File: src/rtl/sha3_padder_if.sv
// Message-word input stream and padded-lane output stream between a producer and the SHA3 padder.
// The padder attaches through the slave modport; the master side feeds words and drains lanes.
interface sha3_padder_if;
  logic        msg_valid_i;
  logic        msg_ready_o;
  logic [63:0] msg_data_i;
  logic        msg_last_i;
  logic [3:0]  msg_bytes_i;
  logic        lane_valid_o;
  logic        lane_ready_i;
  logic [63:0] lane_data_o;
  logic        lane_last_o;
  logic        msg_end_o;

  modport slave (
    input  msg_valid_i, msg_data_i, msg_last_i, msg_bytes_i, lane_ready_i,
    output msg_ready_o, lane_valid_o, lane_data_o, lane_last_o, msg_end_o
  );

  modport master (
    output msg_valid_i, msg_data_i, msg_last_i, msg_bytes_i, lane_ready_i,
    input  msg_ready_o, lane_valid_o, lane_data_o, lane_last_o, msg_end_o
  );
endinterface

File: src/rtl/sha3_padder.sv
// Streaming SHA3/SHAKE padder: appends the domain suffix and pad10*1, emitting rate blocks as 64-bit lanes.
// One registered lane stage (1-cycle latency); input and PAD/ZERO generation stall while that lane is held.
module sha3_padder #(
  parameter int MODE_SEL_WIDTH = 2
) (
  input  logic                      clk_i,
  input  logic                      rst_ni,
  input  logic                      start_i,
  input  logic [MODE_SEL_WIDTH-1:0] keccak_mode_i,
  sha3_padder_if.slave              bus,
  output logic                      busy_o
);

  localparam logic [1:0] ST_IDLE = 2'd0;
  localparam logic [1:0] ST_MSG  = 2'd1;
  localparam logic [1:0] ST_PAD  = 2'd2;
  localparam logic [1:0] ST_ZERO = 2'd3;

  localparam logic [MODE_SEL_WIDTH-1:0] MODE_SHA3_256 = MODE_SEL_WIDTH'(0);
  localparam logic [MODE_SEL_WIDTH-1:0] MODE_SHA3_512 = MODE_SEL_WIDTH'(1);
  localparam logic [MODE_SEL_WIDTH-1:0] MODE_SHAKE128 = MODE_SEL_WIDTH'(2);
  localparam logic [MODE_SEL_WIDTH-1:0] MODE_SHAKE256 = MODE_SEL_WIDTH'(3);

  localparam logic [63:0] PAD_END = 64'h8000_0000_0000_0000;

  logic [1:0]                state_q, state_d;
  logic [MODE_SEL_WIDTH-1:0] mode_q, mode_d;
  logic [4:0]                cnt_q, cnt_d;
  logic                      lane_vld_q, lane_vld_d;
  logic [63:0]               lane_dat_q, lane_dat_d;
  logic                      lane_last_q, lane_last_d;
  logic                      msg_end_q, msg_end_d;

  logic [4:0]  last_idx;
  logic [7:0]  suffix;
  logic        at_end;
  logic        hold;
  logic        adv;
  logic        gen;
  logic        pad;
  logic        full_word;
  logic        msg_rdy;
  logic [63:0] gen_dat;
  logic [63:0] tail_dat;

  always_comb begin
    last_idx = 5'd16;
    suffix   = 8'h06;
    case (mode_q)
      MODE_SHA3_256: last_idx = 5'd16;
      MODE_SHA3_512: last_idx = 5'd8;
      MODE_SHAKE128: last_idx = 5'd20;
      MODE_SHAKE256: last_idx = 5'd16;
      default:       last_idx = 5'd16;
    endcase
    if (mode_q == MODE_SHAKE128 || mode_q == MODE_SHAKE256) begin
      suffix = 8'h1F;
    end
  end

  // Partial final word: keep the first n bytes, suffix in byte n, zeros above.
  always_comb begin
    tail_dat = '0;
    for (int k = 0; k < 8; k++) begin
      if (4'(k) < bus.msg_bytes_i) begin
        tail_dat[8*k +: 8] = bus.msg_data_i[8*k +: 8];
      end else if (4'(k) == bus.msg_bytes_i) begin
        tail_dat[8*k +: 8] = suffix;
      end
    end
  end

  assign full_word = !bus.msg_last_i || (bus.msg_bytes_i >= 4'd8);
  assign at_end    = (cnt_q == last_idx);
  // Once the closing lane is registered nothing more is generated until it drains.
  assign hold      = lane_vld_q && msg_end_q;
  assign adv       = (!lane_vld_q || bus.lane_ready_i) && !hold;

  always_comb begin
    state_d     = state_q;
    mode_d      = mode_q;
    cnt_d       = cnt_q;
    lane_vld_d  = lane_vld_q;
    lane_dat_d  = lane_dat_q;
    lane_last_d = lane_last_q;
    msg_end_d   = msg_end_q;
    gen         = 1'b0;
    pad         = 1'b0;
    gen_dat     = '0;
    msg_rdy     = 1'b0;

    case (state_q)
      ST_IDLE: begin
        if (start_i) begin
          state_d = ST_MSG;
          mode_d  = keccak_mode_i;
          cnt_d   = '0;
        end
      end
      ST_MSG: begin
        msg_rdy = adv;
        if (adv && bus.msg_valid_i) begin
          gen = 1'b1;
          if (full_word) begin
            gen_dat = bus.msg_data_i;
            if (bus.msg_last_i) begin
              state_d = ST_PAD;
            end
          end else begin
            gen_dat = tail_dat;
            pad     = 1'b1;
            if (!at_end) begin
              state_d = ST_ZERO;
            end
          end
        end
      end
      ST_PAD: begin
        if (adv) begin
          gen     = 1'b1;
          pad     = 1'b1;
          gen_dat = {56'h0, suffix};
          if (!at_end) begin
            state_d = ST_ZERO;
          end
        end
      end
      ST_ZERO: begin
        if (adv) begin
          gen = 1'b1;
          pad = 1'b1;
        end
      end
      default: state_d = ST_IDLE;
    endcase

    if (gen) begin
      lane_vld_d  = 1'b1;
      lane_last_d = at_end;
      msg_end_d   = pad && at_end;
      lane_dat_d  = gen_dat | ((pad && at_end) ? PAD_END : 64'h0);
      cnt_d       = at_end ? 5'd0 : cnt_q + 5'd1;
    end else if (lane_vld_q && bus.lane_ready_i) begin
      lane_vld_d  = 1'b0;
      lane_last_d = 1'b0;
      msg_end_d   = 1'b0;
      if (msg_end_q) begin
        state_d = ST_IDLE;
        cnt_d   = '0;
      end
    end
  end

  always_ff @(posedge clk_i or negedge rst_ni) begin
    if (!rst_ni) begin
      state_q     <= ST_IDLE;
      mode_q      <= '0;
      cnt_q       <= '0;
      lane_vld_q  <= 1'b0;
      lane_dat_q  <= '0;
      lane_last_q <= 1'b0;
      msg_end_q   <= 1'b0;
    end else begin
      state_q     <= state_d;
      mode_q      <= mode_d;
      cnt_q       <= cnt_d;
      lane_vld_q  <= lane_vld_d;
      lane_dat_q  <= lane_dat_d;
      lane_last_q <= lane_last_d;
      msg_end_q   <= msg_end_d;
    end
  end

  assign bus.msg_ready_o  = msg_rdy;
  assign bus.lane_valid_o = lane_vld_q;
  assign bus.lane_data_o  = lane_dat_q;
  assign bus.lane_last_o  = lane_last_q;
  assign bus.msg_end_o    = msg_end_q;
  assign busy_o           = (state_q != ST_IDLE);

endmodule
File: src/flat_wrapper.sv
// flat-port wrapper written by rule: the top's interface ports become plain ports
module sha3_padder_flat 
#(
  parameter int MODE_SEL_WIDTH = 2
)
  (clk_i, rst_ni, start_i, keccak_mode_i, busy_o, bus_msg_valid_i, bus_msg_data_i, bus_msg_last_i, bus_msg_bytes_i, bus_lane_ready_i, bus_msg_ready_o, bus_lane_valid_o, bus_lane_data_o, bus_lane_last_o, bus_msg_end_o);
  sha3_padder_if bus_i ();
  input  logic clk_i;
  input  logic rst_ni;
  input  logic start_i;
  input  logic [MODE_SEL_WIDTH-1:0] keccak_mode_i;
  output logic busy_o;
  input wire logic [$bits(bus_i.msg_valid_i)-1:0] bus_msg_valid_i;
  input wire logic [$bits(bus_i.msg_data_i)-1:0] bus_msg_data_i;
  input wire logic [$bits(bus_i.msg_last_i)-1:0] bus_msg_last_i;
  input wire logic [$bits(bus_i.msg_bytes_i)-1:0] bus_msg_bytes_i;
  input wire logic [$bits(bus_i.lane_ready_i)-1:0] bus_lane_ready_i;
  output wire logic [$bits(bus_i.msg_ready_o)-1:0] bus_msg_ready_o;
  output wire logic [$bits(bus_i.lane_valid_o)-1:0] bus_lane_valid_o;
  output wire logic [$bits(bus_i.lane_data_o)-1:0] bus_lane_data_o;
  output wire logic [$bits(bus_i.lane_last_o)-1:0] bus_lane_last_o;
  output wire logic [$bits(bus_i.msg_end_o)-1:0] bus_msg_end_o;
  assign bus_i.msg_valid_i = bus_msg_valid_i;
  assign bus_i.msg_data_i = bus_msg_data_i;
  assign bus_i.msg_last_i = bus_msg_last_i;
  assign bus_i.msg_bytes_i = bus_msg_bytes_i;
  assign bus_i.lane_ready_i = bus_lane_ready_i;
  assign bus_msg_ready_o = bus_i.msg_ready_o;
  assign bus_lane_valid_o = bus_i.lane_valid_o;
  assign bus_lane_data_o = bus_i.lane_data_o;
  assign bus_lane_last_o = bus_i.lane_last_o;
  assign bus_msg_end_o = bus_i.msg_end_o;
  sha3_padder #(.MODE_SEL_WIDTH(MODE_SEL_WIDTH)) u_core (.clk_i(clk_i), .rst_ni(rst_ni), .start_i(start_i), .keccak_mode_i(keccak_mode_i), .bus(bus_i), .busy_o(busy_o));
endmodule
File: config.mk
export PLATFORM = sky130hd
export DESIGN_NAME = sha3_padder_flat
export DESIGN_NICKNAME = d
export VERILOG_FILES = /design/src/rtl/sha3_padder_if.sv /design/src/rtl/sha3_padder.sv /design/src/flat_wrapper.sv
export SDC_FILE = /design/constraint.sdc
export NUM_CORES = 1
export LEC_CHECK = 0
export BUFFER_PORTS_ARGS = -buffer_cell sky130_fd_sc_hd__buf_2
export CAP_MARGIN = 15
export CORE_UTILIZATION = 40
export DETAILED_ROUTE_END_ITERATION = 12
export GPL_TIMING_DRIVEN = 0
export HOLD_SLACK_MARGIN = 0.03
export PLACE_DENSITY_LB_ADDON = 0.05
export SLEW_MARGIN = 20
export SYNTH_ARGS = -nofsm -noshare
export SYNTH_HDL_FRONTEND = slang
export SYNTH_SLANG_ARGS = --single-unit
File: constraint.sdc
create_clock -name clk_i -period 2.5 [get_ports clk_i]
set_input_delay 0.125 -clock clk_i [delete_from_list [all_inputs] [get_ports clk_i]]
set_output_delay 0.125 -clock clk_i [all_outputs]
set_load 0.01 [all_outputs]
# ---- Word-level counts from Yosys, hierarchy flattened
# Cells that the tools add are included.
dict set report word_totals {
  rom_bits 0
  inputBits 76
  ff_bits 76
  word_cells 101
  ram_bits 0
  mem_count 0
  latchBits 0
  output_inout_bits 69
}
dict set report op_classes {
  shifts 0
  n_div 0
  order_cmp 9
  n_addsub 1
  n_reduce_logical 19
  bitwise_logic 1
  eq_ne 14
  mux 50
  multipliers 0
}
# cell n
set ops {}
lappend ops {{$mux 64} 3}
lappend ops {{$pmux 64 s2} 1}
lappend ops {{$mux 5} 16}
lappend ops {{$mux 8} 8}
lappend ops {{$or 64x64->64} 1}
lappend ops {{$mux 2} 9}
lappend ops {{$eq 3x4->1 const A} 4}
lappend ops {{$lt 3x4->1 const A} 4}
lappend ops {{$pmux 5 s3} 1}
lappend ops {{$mux 1} 9}
lappend ops {{$eq 2x2->1 const B} 4}
lappend ops {{$eq 2x4->1 const A} 2}
lappend ops {{$lt 1x4->1 const A} 2}
lappend ops {{$lt 2x4->1 const A} 2}
lappend ops {{$pmux 2 s3} 1}
lappend ops {{$add 5x1->5 const B} 1}
lappend ops {{$eq 5x5->1} 1}
lappend ops {{$logic_and 1x1->1} 5}
lappend ops {{$eq 1x4->1 const A} 1}
lappend ops {{$eq 2x1->1 const B} 2}
lappend ops {{$ge 4x4->1 const B} 1}
lappend ops {{$logic_not 2->1} 2}
lappend ops {{$logic_not 4->1} 1}
lappend ops {{$pmux 1 s2} 2}
lappend ops {{5 further kinds} 11}

# ---- Longest topological paths before layout
# Gate-level depths: netlist of the first run.
dict set report depth {
  word_depth 11
  ltp_mapped 9
  mapped_depth_nobuf 7
}

# ---- Least setup slack after synthesis of the first run
# OpenSTA, ideal clock, no wires.
dict set report synth_path {
  path_kind {register -> register}
  start {register u_core.state_q[0]}
  end {register u_core.lane_dat_q[40], in the netlist u_core.bus.lane_data_o[40]}
  path_stages_with_launch 8
  required_ns 2.433
  setup_time_ns 0.067
  path_slack_ns 0.576
  path_buffers 1
  synth_period_minus_slack_ns 1.924
  arrival_time_ns 1.857
  path_cell_list {dfrtp_1 -> inv_1 -> ha_1 -> nand2b_1 -> a211o_1 -> buf_2 -> nor4_1 -> a221o_1}
}
dict set report synth_via {
  elab_chain_cells 3
  elab_cells_between_ends 7
  cone_classes {eq/ne: 3; mux: 2; bitwise: 1; reduce/logical: 1}
}
# element line_no
set synth_lines {}
lappend synth_lines {{from (decl)} sha3_padder.sv:26} ;# logic [1:0] state_q, state_d;
lappend synth_lines {{from (signal assigned)} sha3_padder.sv:164} ;# state_q <= state_d;
lappend synth_lines {{$eq 2x2->1 / $eq 2x1->1 (equally long branches)} sha3_padder.sv:92} ;# case (state_q)
lappend synth_lines {{$pmux 64 s2 / $reduce_or 2->1 (equally long branches)} n/a}
lappend synth_lines {{$or 64x64->64 / $pmux 1 s2 (equally long branches)} {sha3_padder.sv:141, sha3_padder.sv:92}}
lappend synth_lines {{to (signal assigned)} sha3_padder.sv:168} ;# lane_dat_q <= lane_dat_d;
lappend synth_lines {{to (decl)} sha3_padder.sv:30} ;# logic [63:0] lane_dat_q, lane_dat_d;
# Parallel ways exist; a longest one is shown, timed or not.
# A chain may end at the register's enable or synchronous reset.

# ---- Worst setup path after layout of the first run
dict set report layout_path {
  start {register u_core.state_q[0]}
  end {register u_core.lane_dat_q[63], in the netlist u_core.bus.lane_data_o[63]}
}
dict set report layout_via {
  elab_chain_cells 6
  elab_cells_between_ends 10
  cone_classes {eq/ne: 3; mux: 4; bitwise: 1; reduce/logical: 2}
}
# element line_no
set layout_lines {}
lappend layout_lines {{$eq 2x2->1} sha3_padder.sv:92}
lappend layout_lines {{$reduce_or 2->1 (no line)} n/a}
lappend layout_lines {{$pmux 1 s2} sha3_padder.sv:92}
lappend layout_lines {{$logic_and 1x1->1} sha3_padder.sv:141} ;# lane_dat_d = gen_dat | ((pad && at_end) ? PAD_END : 64'h0);
lappend layout_lines {{$mux 64} sha3_padder.sv:141}
lappend layout_lines {{$or 64x64->64} sha3_padder.sv:141}
# Parallel ways exist; a longest one is shown, timed or not.

==> impl_metrics.py, run 1 <==
metrics = {
    "setup_path": {
        "cp_data_required_time_ps": 2710,
        "crit_chain": "inv_1 -> ha_1 -> nor2_1 -> a21oi_1 -> o21ai_2 -> clkbuf_1 -> a32oi_1 -> o31ai_1",
        "reg2reg_slack_ps": 140,
        "critical_path_class": "register to register",
        "crit_slowest_cell": "dfrtp_1",
        "cp-end-kind": "register",
        "critPathMaxFanout": 10,
        "cp.arrival_ps": 2570,
        "max_stage_delay_ps": 460,
        "cp-start-kind": "register",
        "reg2regPathDepth": 8,
    },
    "yosys": {
        "synth_cell_types": 51,
        "synth_edf_count": 0,
        "ys.flop_type": "dfrtp_1",
        "synth-seq-cells": 76,
        "synth_cells": 359,
        "avgSynthCellArea_um2": 9.86,
        "async_flop_share": 1.00,
        "syn_nets": 442,
        "synth_warnings": 0,
        "syn_area_um2": 3540,
        "yosysSeqAreaShare": 0.537,
    },
    "cts": {
        "clock-root-buffer": "clkbuf_8",
        "cts-htree-levels": 3,
        "worstSkewPairLatency_ps": 340,
        "clkSlewWorstSetupHoldPaths_ps": 80,
        "cts_tree": "built",
        "numCtsBuffers": 9,
        "cts_num_sinks": 76,
        "clock_path_buffers": 2,
    },
    "hold_path": {
        "hold_class": "input port to register",
        "hold_depth": 3,
    },
    "sta": {
        "drv_slew": 0,
        "grt_setup_unrepaired": "no",
        "holdWs_ps": 46.1,
        "fin_skew_ps": 6.28,
        "fin_crit_sh": 0.943,
        "period_needed_ps": 2360,
        "setup_tns_ps": 0,
        "max_freq_mhz": 424,
        "slew_headroom": 0.442,
        "setup_ws_ps": 143,
        "setup_viol": 0,
        "hold_violations": 0,
        "worstMarginPinSlew_ps": 825,
    },
    "final_layout": {
        "nNetsFinal": 637,
        "layout-area-overhead-vs-synth_pct": 42.2,
        "fin_util": 0.600,
        "drive_above_1_share": 0.327,
        "multiInputGateArea_um2": 1540,
        "final_cells": 665,
        "fillerInstances": 788,
        "ff_latch_area_um2": 1900,
    },
    "place": {
        "gp_congestion": 0.806,
        "port_buffers": 142,
        "placed_cells": 607,
        "place_ws_ps": 34.3,
        "dp_hpwl_um": 7610,
    },
    "die": {
        "pin_count": 145,
        "die-area_um2": 9230,
        "die_h_um": 96.1,
        "core_area_um2": 8380,
        "start_util": 0.422,
        "die_x_um": 96.1,
        "std_cell_rows": 33,
    },
    "routing": {
        "drt_iter0_markers": 105,
        "firstDrtPassIters": 4,
        "drc": 0,
        "wl_per_cell_um": 15.7,
        "via_per_inst": 5.12,
        "vias": 3402,
        "ant_nets": 0,
        "drt-total-wl_um": 10500,
    },
    "flow_run": {
        "max-cap-violations": 0,
    },
    "power_and_ir_drop": {
        "p_sw_mw": 2.01,
        "p_int_mw": 3.04,
        "clock_power_share": 0.183,
        "pwr-share-seq": 0.384,
        "ir_worst_vdd_v": 0.000570,
        "switching_share": 0.398,
        "power_density_nw_per_um2": 1000,
        "leakagePower_nw": 2.61,
        "pwr-share-comb": 0.433,
    },
    "global_route": {
        "gr-usage-all-layers": 0.234,
        "grt_max_degree": 40,
        "overflow": 0,
        "grt_pass1_wl_um": 16000,
        "grt_antenna_before_repair": 0,
        "grt_pass1_vias": 3165,
    },
    "outcome": {
        "status": "finished, final reports clean",
    },
}
[flip-flops by register name, summed over array words and instances (netlist names)]
register,cells
u_core.bus.lane_data_o,64
u_core.cnt_q,5
u_core.mode_q,2
u_core.state_q,2
u_core.bus.lane_last_o,1
u_core.bus.lane_valid_o,1
u_core.bus.msg_end_o,1
[synthesized netlist by cell type (all sizes together) (2+ instances only)]
cell | n | area, um^2
a21o | 3 | 22.5
a21oi | 31 | 163
a221o | 3 | 30.0
a22o | 21 | 193
a22oi | 3 | 27.5
a32o | 6 | 60.1
and2 | 3 | 18.8
buf | 8 | 46.3
clkbuf | 8 | 30.0
dfrtp | 76 | 1900
ha | 7 | 87.6
inv | 10 | 37.5
mux2 | 2 | 22.5
nand2 | 67 | 251
nand2b | 5 | 33.8
nand3 | 6 | 30.0
nor2 | 24 | 111
nor2b | 5 | 31.3
nor3 | 3 | 20.0
nor4 | 3 | 18.8
o21ai | 43 | 215
o31ai | 2 | 15.0
[placed cells by master, fill, tap and decap left out, types with 2 or more instances in the layout]
master / n
o21ai_0: 40
nor4_1: 2
nor2b_1: 5
clkbuf_8: 9
a32o_1: 6
dfrtp_1: 76
nand3_1: 6
buf_4: 2
o31ai_1: 2
a21oi_2: 3
a22oi_1: 2
ha_1: 7
and2_1: 3
nor3_1: 2
clkinv_4: 2
a22o_1: 20
nand2b_1: 4
buf_2: 147
clkbuf_1: 8
nor2_2: 2
inv_1: 10
o21ai_1: 2
nand2_1: 67
a221o_1: 3
a21oi_1: 28
mux2_2: 2
nor2_1: 21
a21o_1: 3
clkinv_2: 2
dlygate4sd3_1: 40
[critical path, delay by kind of cell (launching register included)]
| kind | cells | cell delay [ps] |
|---|---|---|
| compound gates | 4 | 900 |
| fa+ha+maj | 1 | 360 |
| buf+inv | 2 | 420 |
| flops | 1 | 460 |
| simple gates | 1 | 70 |
[power groups by stage]
| stage | combinational (mW) | clock, mW | sequential, mW |
|---|---|---|---|
| final | 2.19 | 0.925 | 1.94 |
| after CTS | 2.17 | 0.950 | 1.93 |
| after floorplan | 1.07 | 0 | 2.12 |
| after detailed placement | 2.11 | 0 | 1.96 |
| after global routing | 2.44 | 1.01 | 2.00 |
| after global placement | 2.08 | 0 | 1.94 |
[cell type report]
cell class | instances | area share
multi-input cells | 257 | 0.307
well taps | 105 | 0.0261
diodes | 1 | 0.000497
repair buffers | 184 | 0.227
plain buffers | 16 | 0.0159
clock inverters | 6 | 0.0129
flip-flops and latches | 76 | 0.378
clock buffers | 10 | 0.0254
inverters | 10 | 0.00746
[cells by family after synthesis]
logic type | synth area share
xor+xnor | 0.00248
simple gates | 0.163
mux | 0.00919
compound gates | 0.231
buf+inv | 0.0322
flops | 0.537
fa+ha+maj | 0.0248
[through the flow]
step	total power, mW	area (um^2)
after floorplan	3.19	3540
after global placement	4.02	4380
after detailed placement	4.07	4400
after CTS	5.05	5000
after global routing	5.44	5030
final	5.04	5030
[routing by layer]
layer  GRT usage  vias to the layer above  wire, um
met3      0.0632                        2       637
met5           0                        -         0
li1            -                     1675         -
met4      0.0448                        0        30
met2       0.379                      102      5090
met1       0.316                     1623      4700
[repair_timing]
item,in CTS,in global routing
setup buffers,0,1
hold buffers,40,0
hold endpoints to repair,76,0
resized for setup,0,7
endpoints found under the setup margin,0,41
[path summary, 6_finish.rpt]
path / startpoint / end
min in group asynchronous: rst_ni / u_core.bus.lane_data_o[27]
worst min register to register: u_core.bus.lane_data_o[26] / u_core.bus.lane_data_o[26]
worst min-delay path: bus_msg_data_i[52] / u_core.bus.lane_data_o[52]
worst max-delay path: u_core.state_q[0] / u_core.bus.lane_data_o[63]
worst max register to register: u_core.state_q[0] / u_core.bus.lane_data_o[63]
max in group asynchronous: rst_ni / u_core.bus.lane_data_o[25]
Note: power is estimated with default switching activity, not from simulation.
==> run 2, diff against run 1 <==
--- a/config.mk
+++ b/config.mk
@@ -5,6 +5,7 @@
 export SDC_FILE = /design/constraint.sdc
 export NUM_CORES = 1
 export LEC_CHECK = 0
+export ABC_AREA = 1
 export BUFFER_PORTS_ARGS = -buffer_cell sky130_fd_sc_hd__buf_2
 export CAP_MARGIN = 15
 export CORE_UTILIZATION = 40
==> run 2 against run 1 <==
Effect of this change:
- design area grew 2.9%
- utilization decreased by 4.5 points
- sequential power is 6% higher
- maximum frequency grew 21%
- critical path type unchanged
- critical endpoint is now u_core.bus.lane_data_o[10]
- setup slack gained 420 ps
- synthesized area is 9.4% higher
- highest routed layer unchanged
- largest power group unchanged
- first-iteration DRC count is 39% higher
- sequential share of layout area down 1.1 points
- clock power up 2.5%
- die area is 9.2% higher
==> impl_metrics.py, run 2 <==
metrics = {
    "setup_path": {
        "critPathMaxFanout": 10,
        "cp_data_required_time_ps": 2720,
        "critical_path_class": "register to register",
        "reg2regPathDepth": 11,
        "cp-start-kind": "register",
        "setup.worst_path.end": "u_core.bus.lane_data_o[10]",
        "reg2reg_slack_ps": 560,
        "cp-end-kind": "register",
        "crit_start": "u_core.state_q[1]",
        "cp.arrival_ps": 2160,
        "r2r_start": "u_core.state_q[1]",
        "timing.rr.end": "u_core.bus.lane_data_o[10]",
    },
    "final_layout": {
        "multiInputGateArea_um2": 1730,
        "final_common_cell": "nand2_1",
        "final_cells": 796,
        "largest_register_ffs": 64,
        "ff_latch_area_um2": 1900,
        "layout-area-overhead-vs-synth_pct": 33.8,
        "drive_above_1_share": 0.297,
        "fillerInstances": 956,
        "antennaDiodeCount": 0,
        "nNetsFinal": 745,
        "layout_common_cells": "205 x nand2_1, 147 x buf_2, 76 x dfrtp_1, 50 x nand3_1, 30 x o21ai_0",
    },
    "yosys": {
        "synth-seq-cells": 76,
        "avgSynthCellArea_um2": 7.98,
        "async_flop_share": 1.00,
        "netlist_top_cells_count": "205 x nand2_1, 76 x dfrtp_1, 50 x nand3_1",
        "synth.top_cell.area_share": 0.491,
        "synth-adder-area-share": 0.0226,
        "synth-simple-area-share": 0.320,
        "synthXorXnorAreaFrac": 0.00679,
        "synth_edf_count": 0,
        "syn_area_um2": 3870,
        "synth_top_family_by_area": "simple AND/OR/NAND/NOR gates",
        "synth_compound_area_frac": 0.0986,
        "syn_nets": 568,
        "yosysSeqAreaShare": 0.491,
        "ys_top_cells_by_area": "dfrtp_1 49%, nand2_1 20%, nand3_1 6.5%",
        "yosysMostFrequentCell": "nand2_1",
        "yosysTopAreaCell": "dfrtp_1",
        "synth_warnings": 0,
        "synth_cells": 485,
        "synth.mux.area_fraction": 0,
        "synth_cell_types": 29,
        "ys.flop_type": "dfrtp_1",
    },
    "die": {
        "die_x_um": 100,
        "die-area_um2": 10100,
        "core_area_um2": 9330,
        "pin_count": 145,
        "std_cell_rows": 35,
        "start_util": 0.415,
        "die_h_um": 100,
    },
    "routing": {
        "vias": 3844,
        "firstDrtPassIters": 5,
        "ant_nets": 0,
        "drc": 0,
        "drt_iter0_markers": 146,
        "drt-total-wl_um": 11400,
        "via_per_inst": 4.83,
        "wl_per_cell_um": 14.4,
    },
    "outcome": {
        "status": "finished, final reports clean",
    },
    "hold_path": {
        "hold_class": "input port to register",
    },
    "sta": {
        "setup_tns_ps": 0,
        "fin_skew_ps": 12.6,
        "drv_slew": 0,
        "hold_violations": 0,
        "max_freq_mhz": 515,
        "period_needed_ps": 1940,
        "worstMarginPinSlew_ps": 698,
        "grt_setup_unrepaired": "no",
        "fin_crit_sh": 0.776,
        "setup_viol": 0,
        "slew_headroom": 0.531,
    },
    "place": {
        "dp_hpwl_um": 8450,
        "port_buffers": 144,
        "gp_congestion": 0.800,
        "placed_cells": 759,
    },
    "flow_run": {
        "max-cap-violations": 0,
    },
    "global_route": {
        "grt_pass1_vias": 3723,
        "grt_antenna_before_repair": 0,
        "overflow": 0,
        "grt_pass1_wl_um": 18500,
        "grt_max_degree": 40,
        "gr-usage-all-layers": 0.239,
    },
    "power_and_ir_drop": {
        "ir_worst_vdd_v": 0.000570,
        "power_density_nw_per_um2": 1100,
        "leakagePower_nw": 3.04,
    },
    "cts": {
        "clock-root-buffer": "clkbuf_8",
        "cts_tree": "built",
        "ctsHoldBuffers": 21,
        "worstSkewPairLatency_ps": 350,
        "cts-htree-levels": 3,
        "numCtsBuffers": 9,
        "clock_path_buffers": 2,
        "cts_num_sinks": 76,
        "cts_setup_buffers": 0,
        "cts_resized": 0,
        "clkSlewWorstSetupHoldPaths_ps": 80,
    },
}
-- run 2: cell type report --
cell class	instances	area share
Buffer	14	0.0213
Multi-Input combinational cell	362	0.335
Timing Repair Buffer	166	0.184
Clock buffer	11	0.0254
Sequential cell	76	0.367
Clock inverter	5	0.0118
Inverter	33	0.0239
Tap cell	129	0.0312
-- run 2: worst min-delay path by stage --
stage	startpoint	to	slack (ps)	cells after the start
after global routing	bus_msg_data_i[58]	u_core.bus.lane_data_o[58]	50	3
after global placement	bus_msg_data_i[55]	u_core.bus.lane_data_o[55]	350	3
final	bus_msg_data_i[9]	u_core.bus.lane_data_o[9]	50	3
after CTS	bus_msg_data_i[9]	u_core.bus.lane_data_o[9]	40	3
after floorplan	rst_ni	u_core.bus.lane_data_o[0]	-170	0
after detailed placement	rst_ni	u_core.bus.lane_data_o[52]	140	1
-- run 2: through the flow --
step	total power [mW]	setup WS, ps	hold slack (ps)	utilization	instance area, um^2
final	5.69	559	45.7	0.555	5180
after global routing	6.17	345	49.7	0.555	5180
after CTS	5.74	545	35.5	0.555	5180
after detailed placement	4.75	568	144	0.512	4770
after global placement	4.70	612	348	0.509	4750
after floorplan	3.71	754	-171	-	3870
-- run 2: critical path, stage by stage, from the launching register on --
cell and delay [ps]:
dfrtp_1 440, inv_1 150, ha_1 220, inv_1 130
nor2_2 180, nand2_1 100, nand2_1 80, nand2_2 80
buf_6 160, buf_4 170, nand2_1 60, nand2_1 50
-- run 2: logic make-up after synthesis --
family          Yosys count
xor+xnor                  3
buf+inv                  47
fa+ha+maj                 7
flops                    76
simple gates            291
compound gates           61
-- run 2: report_power, final --
group | total, mW | internal (mW) | leakage [nW] | switching (mW)
Combinational | 2.69 | 1.01 | 1.92 | 1.68
Clock | 0.948 | 0.468 | 0.0979 | 0.480
Sequential | 2.05 | 1.74 | 1.03 | 0.312
-- run 2: layer usage --
metal  wire, um  up-vias  track usage
li1           -     1918            -
met1       5310     1809        0.325
met2       5510      104        0.401
met3        439       13       0.0286
met4        170        0       0.0702
met5          0        -            0
==> run 3, diff against run 2 <==
--- a/config.mk
+++ b/config.mk
@@ -5,7 +5,7 @@
 export SDC_FILE = /design/constraint.sdc
 export NUM_CORES = 1
 export LEC_CHECK = 0
-export ABC_AREA = 1
+export ABC_AREA = 0
 export BUFFER_PORTS_ARGS = -buffer_cell sky130_fd_sc_hd__buf_2
 export CAP_MARGIN = 15
 export CORE_UTILIZATION = 40
==> constraint.sdc (replaced) <==
create_clock -name clk_i -period 1.69 [get_ports clk_i]
set_input_delay 0.0845 -clock clk_i [delete_from_list [all_inputs] [get_ports clk_i]]
set_output_delay 0.0845 -clock clk_i [all_outputs]
set_load 0.01 [all_outputs]
==> run 3 against run 2 <==
Effect of this change:
- the run now ends with setup timing left
- combinational power increased by 90%
- die area decreased by 8.4%
- setup slack got worse by 710 ps
- total power increased by 67%
- count of clock-buffer cells in the layout decreased by 1
- worst hold slack got worse by 28 ps
- sequential share of layout area decreased by 5.5 points
- via count decreased by 2.0%
- maximum frequency increased by 5.7%
- clock skew decreased by 6.0 ps
- first-iteration DRC count increased by 0.68%
==> impl_metrics.py, run 3 (synthesis gave the netlist of run 1 again) <==
metrics = {
    "outcome": {
        "status": "complete, but fails checks",
        "failed_checks": "setup timing",
    },
    "final_layout": {
        "nNetsFinal": 694,
        "design_area_um2": 6090,
        "drive_above_1_share": 0.463,
        "fillerInstances": 638,
        "fin_util": 0.727,
        "final_common_cell": "buf_2",
        "layout-area-overhead-vs-synth_pct": 72.2,
        "antennaDiodeCount": 0,
        "largest_register_ffs": 64,
        "layout_common_cells": "145 x buf_2, 73 x dfrtp_1, 61 x dlygate4sd3_1, 54 x nand2_1, 23 x a21oi_1",
    },
    "place": {
        "port_buffers": 142,
        "dp_hpwl_um": 7730,
        "gp_congestion": 0.871,
        "place_ws_ps": -414,
        "post_dp_cell_area_um2": 4510,
    },
    "die": {
        "core_area_um2": 8380,
        "die_h_um": 96.1,
        "std_cell_rows": 33,
        "die_x_um": 96.1,
        "start_util": 0.422,
        "die-area_um2": 9230,
        "pin_count": 145,
    },
    "setup_path": {
        "critPathMaxFanout": 6,
        "reg2reg_slack_ps": -150,
        "cp.arrival_ps": 2070,
        "timing.rr.end": "u_core.bus.lane_data_o[40]",
        "critical_path_class": "register to register",
        "reg2regPathDepth": 7,
        "cp-start-kind": "register",
        "r2r_start": "u_core.state_q[1]",
        "cp_data_required_time_ps": 1920,
        "cp-end-kind": "register",
    },
    "global_route": {
        "grt_pass1_wl_um": 18200,
        "overflow": 0,
        "gr-usage-all-layers": 0.264,
        "grt_max_degree": 44,
        "grt_pass1_vias": 3666,
        "grt_antenna_before_repair": 0,
    },
    "sta": {
        "setup_ws_ps": -146,
        "setup_tns_ps": -4090,
        "grt_setup_unrepaired": "yes",
        "slew_headroom": 0.391,
        "fin_crit_sh": 1.09,
        "worstMarginPinSlew_ps": 901,
        "period_needed_ps": 1840,
        "max_freq_mhz": 545,
        "setup_viol": 49,
        "hold_violations": 0,
        "fin_skew_ps": 6.60,
        "drv_slew": 0,
    },
    "routing": {
        "drt_iter0_markers": 147,
        "wl_per_cell_um": 16.8,
        "drc": 0,
        "drt-total-wl_um": 12100,
        "via_per_inst": 5.23,
        "firstDrtPassIters": 4,
        "ant_nets": 0,
        "vias": 3768,
    },
    "hold_path": {
        "whs_endpoint": "u_core.state_q[1]",
        "hold_depth": 3,
        "hold_start": "bus_msg_valid_i",
        "hold_class": "input port to register",
    },
    "power_and_ir_drop": {
        "leakagePower_nw": 3.01,
        "ir_worst_vdd_v": 0.00104,
        "power_density_nw_per_um2": 1560,
    },
    "cts": {
        "cts_tree": "built",
        "clkSlewWorstSetupHoldPaths_ps": 80,
        "clock_path_buffers": 2,
        "numCtsBuffers": 9,
        "worstSkewPairLatency_ps": 340,
        "cts_num_sinks": 76,
        "cts-htree-levels": 3,
        "clock-root-buffer": "clkbuf_8",
    },
    "flow_run": {
        "max-cap-violations": 0,
    },
}
==> run 3: layer usage <==
layer  global-route usage  routed length, um  up-vias
met2                0.444               5960      140
met3               0.0482                800       13
met1                0.345               5190     1817
met4               0.0796                178        0
li1                     -                  -     1798
met5                    0                  0        -
==> run 3: worst max path at each step <==
stage	from	end	slack (ps)	cells past startpoint
after floorplan	u_core.state_q[1]	u_core.bus.lane_data_o[40]	20	7
after global placement	u_core.state_q[0]	u_core.bus.lane_data_o[3]	-380	8
after detailed placement	u_core.state_q[0]	u_core.bus.lane_data_o[3]	-410	8
after CTS	u_core.state_q[1]	u_core.bus.lane_data_o[40]	-140	8
after global routing	u_core.state_q[1]	u_core.bus.lane_data_o[40]	-190	8
final	u_core.state_q[1]	u_core.bus.lane_data_o[40]	-150	7
==> run 3: repair_timing <==
action                                 4_1_cts  5_1_grt
hold buffers                                61        0
cloned                                       5        1
setup buffers                               24       15
pin swaps                                   31       22
resized for setup                           82       59
endpoints found under the hold margin       93        0
setup endpoints to repair                   74       73
==> run 3: per-stage QoR <==
step | hold slack [ps] | total power [mW] | cells
2_1_floorplan | -211 | 4.94 | 359
3_3_place_gp | 303 | 6.16 | 606
3_5_place_dp | 72.5 | 6.24 | 607
4_1_cts | 32.5 | 8.93 | 711
5_1_grt | 23.9 | 10.1 | 721
6_report | 17.4 | 9.50 | 721
==> run 3: cell type report <==
class / instances / area, um^2 / area share
Timing Repair Buffer: 242 / 1730 / 0.283
Buffer: 14 / 135 / 0.0222
Clock inverter: 6 / 71.3 / 0.0117
Inverter: 10 / 46.3 / 0.00760
Tap cell: 105 / 131 / 0.0216
Multi-Input combinational cell: 258 / 1940 / 0.318
Clock buffer: 10 / 138 / 0.0226
Sequential cell: 76 / 1910 / 0.313
==> run 3: worst max-delay path, cell delays in order, from the launching register on <==
cell and delay, ps:
dfrtp_2 450, buf_6 130, ha_4 140, nor2_4 40
a21oi_4 270, o21ai_4 160, buf_8 180, a221o_1 330
==> run 3: where the power goes <==
group	switching, mW	internal, mW
Clock	0.735	0.736
Combinational	2.62	2.50
Sequential	0.425	2.48
